File: config.mk
export PLATFORM = sky130hd
export DESIGN_NAME = reg_rename_file
export DESIGN_NICKNAME = d
export VERILOG_FILES = /design/src/rtl/reg_rename_file_pkg.sv /design/src/rtl/reg_rename_file_rrf_read_port.sv /design/src/rtl/reg_rename_file.sv
export SDC_FILE = /design/constraint.sdc
export NUM_CORES = 2
export LEC_CHECK = 0
export CORE_MARGIN = 1.5
export CORE_UTILIZATION = 34
export DETAILED_ROUTE_END_ITERATION = 16
export PLACE_DENSITY_LB_ADDON = 0.12
export SYNTH_ARGS = -nofsm -noshare
export SYNTH_HDL_FRONTEND = slang
export SYNTH_SLANG_ARGS = --single-unit
File: constraint.sdc
create_clock -name clk -period 5.51 [get_ports clk]
set_input_delay 1.102 -clock clk [delete_from_list [all_inputs] [get_ports clk]]
set_output_delay 1.102 -clock clk [all_outputs]
set_load 0.05 [all_outputs]
File: src/rtl/reg_rename_file_pkg.sv
// rtl/reg_rename_file_pkg.sv - shared widths, bus types and constants for the rename register file
package reg_rename_file_pkg;

    localparam int RRF_XLEN   = 32;
    localparam int RRF_NREG   = 32;
    localparam int RRF_TAG_W  = 4;
    localparam int RRF_NAME_W = $clog2(RRF_NREG);

    typedef logic [RRF_NAME_W-1:0] name_bus_t;
    typedef logic [RRF_TAG_W-1:0]  tag_bus_t;
    typedef logic [RRF_XLEN-1:0]   data_bus_t;

    localparam logic ENABLE  = 1'b1;
    localparam logic DISABLE = 1'b0;
    localparam logic VALID   = 1'b1;
    localparam logic INVALID = 1'b0;

    localparam name_bus_t NULL_NAME = '0;
    localparam tag_bus_t  NULL_TAG  = '0;
    localparam data_bus_t NULL_DATA = '0;

    // x0 is hardwired to zero, so only non-zero names carry state
    function automatic logic is_live_name(input logic [RRF_NAME_W-1:0] name);
        return (name != NULL_NAME) ? VALID : INVALID;
    endfunction

endpackage

File: src/rtl/reg_rename_file_rrf_read_port.sv
// rtl/reg_rename_file_rrf_read_port.sv - one dispatch read port: operand mux plus optional commit bypass (COMMIT_BYPASS_EN)
module rrf_read_port
    import reg_rename_file_pkg::*;
#(
    parameter int XLEN   = RRF_XLEN,
    parameter int NREG   = RRF_NREG,
    parameter int TAG_W  = RRF_TAG_W,
    parameter int NAME_W = $clog2(NREG)
) (
    input  logic                       re,
    input  logic [NAME_W-1:0]          addr,
    input  logic [NREG-1:0]            busy_q,
    input  logic [NREG-1:0][TAG_W-1:0] tag_q,
    input  logic [NREG-1:0][XLEN-1:0]  data_q,
    input  logic                       commit_en,
    input  logic [NAME_W-1:0]          commit_addr,
    input  logic [TAG_W-1:0]           commit_tag,
    input  logic [XLEN-1:0]            commit_data,
    output logic                       busy,
    output logic [TAG_W-1:0]           tag,
    output logic [XLEN-1:0]            data
);

    logic              live;
    logic              sel_busy;
    logic [TAG_W-1:0]  sel_tag;
    logic [XLEN-1:0]   sel_data;

    assign live     = re && (addr != '0);
    assign sel_busy = busy_q[addr];
    assign sel_tag  = tag_q[addr];
    assign sel_data = data_q[addr];

`ifdef COMMIT_BYPASS_EN
    logic bypass_hit;

    // forward a retiring producer so dispatch need not wait for the next edge
    assign bypass_hit = live && sel_busy && commit_en &&
                        (commit_addr == addr) && (commit_tag == sel_tag);

    always_comb begin
        busy = DISABLE;
        tag  = '0;
        data = '0;
        if (live == VALID) begin
            tag = sel_tag;
            if (bypass_hit) begin
                busy = DISABLE;
                data = commit_data;
            end else begin
                busy = sel_busy;
                data = sel_data;
            end
        end
    end
`else
    logic                unused_commit;
    assign unused_commit = commit_en ^ (^commit_addr) ^ (^commit_tag) ^ (^commit_data);

    always_comb begin
        busy = DISABLE;
        tag  = '0;
        data = '0;
        if (live == VALID) begin
            busy = sel_busy;
            tag  = sel_tag;
            data = sel_data;
        end
    end
`endif

endmodule

File: src/rtl/reg_rename_file.sv
// rtl/reg_rename_file.sv - architectural register file with busy/ROB-tag rename status; COMMIT_BYPASS_EN enables same-cycle commit forwarding
module reg_rename_file
    import reg_rename_file_pkg::*;
#(
    parameter int XLEN   = RRF_XLEN,
    parameter int NREG   = RRF_NREG,
    parameter int TAG_W  = RRF_TAG_W,
    parameter int NAME_W = $clog2(NREG)
) (
    input  logic              clk,
    input  logic              rst,
    input  logic              rdy,
    input  logic              clear,
    input  logic              rename_en,
    input  logic [NAME_W-1:0] rename_addr,
    input  logic [TAG_W-1:0]  rename_tag,
    input  logic              commit_en,
    input  logic [NAME_W-1:0] commit_addr,
    input  logic [TAG_W-1:0]  commit_tag,
    input  logic [XLEN-1:0]   commit_data,
    input  logic              reg1_re,
    input  logic [NAME_W-1:0] reg1_addr,
    output logic              reg1_busy,
    output logic [TAG_W-1:0]  reg1_tag,
    output logic [XLEN-1:0]   reg1_data,
    input  logic              reg2_re,
    input  logic [NAME_W-1:0] reg2_addr,
    output logic              reg2_busy,
    output logic [TAG_W-1:0]  reg2_tag,
    output logic [XLEN-1:0]   reg2_data
);

    logic [NREG-1:0]            busy_q;
    logic [NREG-1:0][TAG_W-1:0] tag_q;
    logic [NREG-1:0][XLEN-1:0]  data_q;

    logic commit_live;
    logic commit_current;
    logic rename_live;

    assign commit_live    = commit_en && (is_live_name(commit_addr) == VALID);
    assign commit_current = busy_q[commit_addr] && (tag_q[commit_addr] == commit_tag);
    assign rename_live    = rename_en && !clear && (is_live_name(rename_addr) == VALID);

    // commit, then clear, then rename: later non-blocking writes override earlier ones
    always_ff @(posedge clk) begin
        if (rst) begin
            busy_q <= '0;
            tag_q  <= '0;
            data_q <= '0;
        end else if (rdy) begin
            if (commit_live) begin
                data_q[commit_addr] <= commit_data;
                if (commit_current) begin
                    busy_q[commit_addr] <= DISABLE;
                end
            end
            if (clear) begin
                busy_q <= '0;
            end
            if (rename_live) begin
                busy_q[rename_addr] <= ENABLE;
                tag_q[rename_addr]  <= rename_tag;
            end
        end
    end

    rrf_read_port #(
        .XLEN   (XLEN),
        .NREG   (NREG),
        .TAG_W  (TAG_W),
        .NAME_W (NAME_W)
    ) u_read1 (
        .re          (reg1_re),
        .addr        (reg1_addr),
        .busy_q      (busy_q),
        .tag_q       (tag_q),
        .data_q      (data_q),
        .commit_en   (commit_en),
        .commit_addr (commit_addr),
        .commit_tag  (commit_tag),
        .commit_data (commit_data),
        .busy        (reg1_busy),
        .tag         (reg1_tag),
        .data        (reg1_data)
    );

    rrf_read_port #(
        .XLEN   (XLEN),
        .NREG   (NREG),
        .TAG_W  (TAG_W),
        .NAME_W (NAME_W)
    ) u_read2 (
        .re          (reg2_re),
        .addr        (reg2_addr),
        .busy_q      (busy_q),
        .tag_q       (tag_q),
        .data_q      (data_q),
        .commit_en   (commit_en),
        .commit_addr (commit_addr),
        .commit_tag  (commit_tag),
        .commit_data (commit_data),
        .busy        (reg2_busy),
        .tag         (reg2_tag),
        .data        (reg2_data)
    );

endmodule

==> results by group <==
Status
  – Status: finished clean

Cells and area
  – Core Util, Final: 0.3960
  – Most frequent cells in the layout: 2020 x nand2_1, 1184 x dfxtp_1, 1044 x a21oi_1, 523 x mux4_2, 405 x mux2i_1
  – Multi-input gate area: 35410 sq um
  – Sequential cell area: ~24000 sq um
  – Proportion of layout cells with a drive suffix above 1: 0.1910
  – Final instance area: 71420 sq um
  – Commonest non-fill, non-tap cell in the layout: nand2_1
  – NumNets Final: 6787
  – Layout fillers: 17950
  – Synth-to-layout area growth: 15.95%

Clock network
  – Clk pin slew, worst setup/hold paths: 0.06 ns
  – CTS sink cnt: 1184
  – H-tree depth: 4
  – Post_cts resized: 0
  – Skew-Pair Late Insertion Delay: ~0.8 ns
  – CTS tree: done
  – CTS buffer count: 146
  – CTS Hold Bufs: 0
  – Setup Buffers After CTS: 0
  – Clock root buffer: clkbuf_16
  – CTS Buffer Depth: 3

Yosys
  – Area leader, netlist: dfxtp_1
  – Syn Inst Count: between 6000 and 7000
  – Post-synthesis instance area: 61600 sq um
  – Synth warn: 0
  – Seq/Total Area, Yosys: 0.3848
  – Synth async-reset ratio: 0
  – Net Count, Synth: 6918
  – Post-synth top area share: 0.3848
  – Mean Syn Cell Area: 8.993 sq um
  – Synth unique cells: 58
  – Main synth FF type: dfxtp_1
  – Register bit total from synthesis: ~1200
  – Largest cells by area after synthesis: dfxtp_1 38%, mux4_2 19%, nand2_1 13%
  – Number of synthesized flops with an enable pin: 0

Power and ir drop
  – Leak: 23.90 nW
  – Pwr/cell area: 280.3 nW/um^2
  – Tot Pwr: ~0.02 W
  – Max VDD drop: 262.4 uV

Setup path
  – Worst-path fanout max: 35
  – Crit path from: reg1_addr[0]
  – Critical Path RT: 4.41 ns
  – Critical path's most frequent cell: buf_12
  – CP Capture Type: output port
  – WP depth: 8
  – Delay-heaviest family, CP: buffers and inverters
  – Worst R2R Start: tag_q[88]
  – Worst-path cell chain: buf_8 -> buf_12 -> buf_12 -> mux4_2 -> mux2_2 -> a221oi_1 -> nor3_1 -> buf_4
  – Critical Path AT: 3.80 ns
  – Critical-path top delay cell: mux4_2
  – FF-to-FF path depth: 9
  – Critical path class: input port to output port
  – CP Launch Type: input port
  – Crit path largest cell delay: 0.52 ns
  – Buffers plus inverters on the worst setup path: 4

Routing
  – Routed Antenna Nets: 0
  – DRC viols: 0
  – Vias post-DR: 54950
  – DR pass1 iterations: 8
  – Routed wire length: 279600 um
  – Number of vias per cell: 5.968
  – Initial detailed-routing violation count: 6529
  – Routed WL per cell: 30.37 um

Timing
  – Tmin final: about 4.9 ns
  – Setup violators final: 0
  – Fin. max-slew vios: 0
  – Sum Neg Setup Slack: 0 ns
  – Worst slew pin tran: 1.337 ns
  – Final hold vios: 0
  – Fmax: 204.0 MHz
  – Hold Slack: 0.4643 ns
  – Skew final: around 0.022 ns
  – RSZ-0062 raised after global routing: no
  – Rel. slew slack: 0.1061
  – Fin crit share: 0.8896

Placement
  – Post-DP HPWL: 157900 um
  – IO buf count: 141
  – GP Congestion: around 0.85
  – Placed cell area: 66690 sq um

GRT
  – First-pass GRT wire length: 395800 um
  – Vias in the first global route: 52610
  – Largest net degree at the start of global routing: 184
  – GRT overflow: 0
  – Initial antenna violation count: 20
  – GRT Overall Usage: 0.2964

Floorplanning
  – Die height: 428.7 um
  – # rows: 156
  – Core Footprint: 180400 sq um
  – Starting density of the core: 0.3416
  – Die Wd: 428.7 um
  – Full die area: 183700 sq um
  – IO Pins: 142

Hold path
  – Hold crit path type: flop to flop
  – Worst Hold Depth: 2
  – Hold_sp: data_q[473]

Flow run
  – Max-Cap Viols: 0
[layout make-up]
type,instances,area share
Multi-Input combinational cell,4961,0.4957
Sequential cell,1184,0.3319
Timing Repair Buffer,422,0.06436
Clock buffer,224,0.06119
Tap cell,2370,0.04152
Clock inverter,34,0.004835
Antenna cell,9,0.0003153
Inverter,4,0.0002102
[layer usage]
layer  routed length [um]  share of wire  GRT usage
met1               113800           0.41     0.3889
met2               129700           0.46     0.4762
met3                22310          0.080    0.04833
met4                13790          0.049     0.1397
met5                   28        0.00010          0
[kinds of logic (layout without fill, tap and decap cells)]
| group | after synthesis | after routing | share of synthesized area |
|---|---|---|---|
| AND/OR/NAND/NOR | 2505 | 2505 | 0.1601 |
| AO/OA/AOI/OAI | 1429 | 1429 | 0.1326 |
| XOR/XNOR | 4 | 4 | 0.0006907 |
| other | 0 | 9 | 0 |
| buffers and inverters | 705 | 684 | 0.04674 |
| multiplexers | 1023 | 1023 | 0.2751 |
| flip-flops | 1184 | 1184 | 0.3848 |
[flip-flops by register name (all words and copies together), names as in the netlist]
register  flops
busy_q       32
data_q     1024
tag_q       128
[synth_stat cells (all sizes together) (15+ instances only)]
library cell and number:
nand2 2053, buf 128, a211oi 45, nor2b 57
nand2b 26, o211ai 23, a21oi 1064, a211o 20
nor2 261, mux4 526, a22o 18, o221ai 65
o21ai 34, mux2 92, a22oi 15, nor3 41
nand3 26, dfxtp 1184, o22ai 79, a221oi 55
clkbuf 573, mux2i 405
[metrics by stage]
stage	instances	setup slack, ns
final	9208	0.6084
after detailed placement	8941	0.5829
after floorplan	6850	0.6130
after CTS	9199	0.5806
after global routing	9206	0.5200
after global placement	8941	0.4702
[where the power goes]
part	internal (W)	switching, W
registers	0.00859	0.0000245
logic	0.000554	0.00123
clock network	0.00560	0.00402
[worst paths after layout]
| kind | end | slack [ns] |
|---|---|---|
| min reg2reg | data_q[473] | 0.46 |
| min | data_q[473] | 0.46 |
| max | reg1_data[9] | 0.61 |
| max reg2reg | busy_q[3] | 3.13 |
[worst min-delay path, stage by stage, from the launching register on]
cell and delay, ns:
dfxtp_1 0.31, nand2_1 0.05, a21oi_1 0.05
Note: power is estimated with default switching activity, not from simulation.
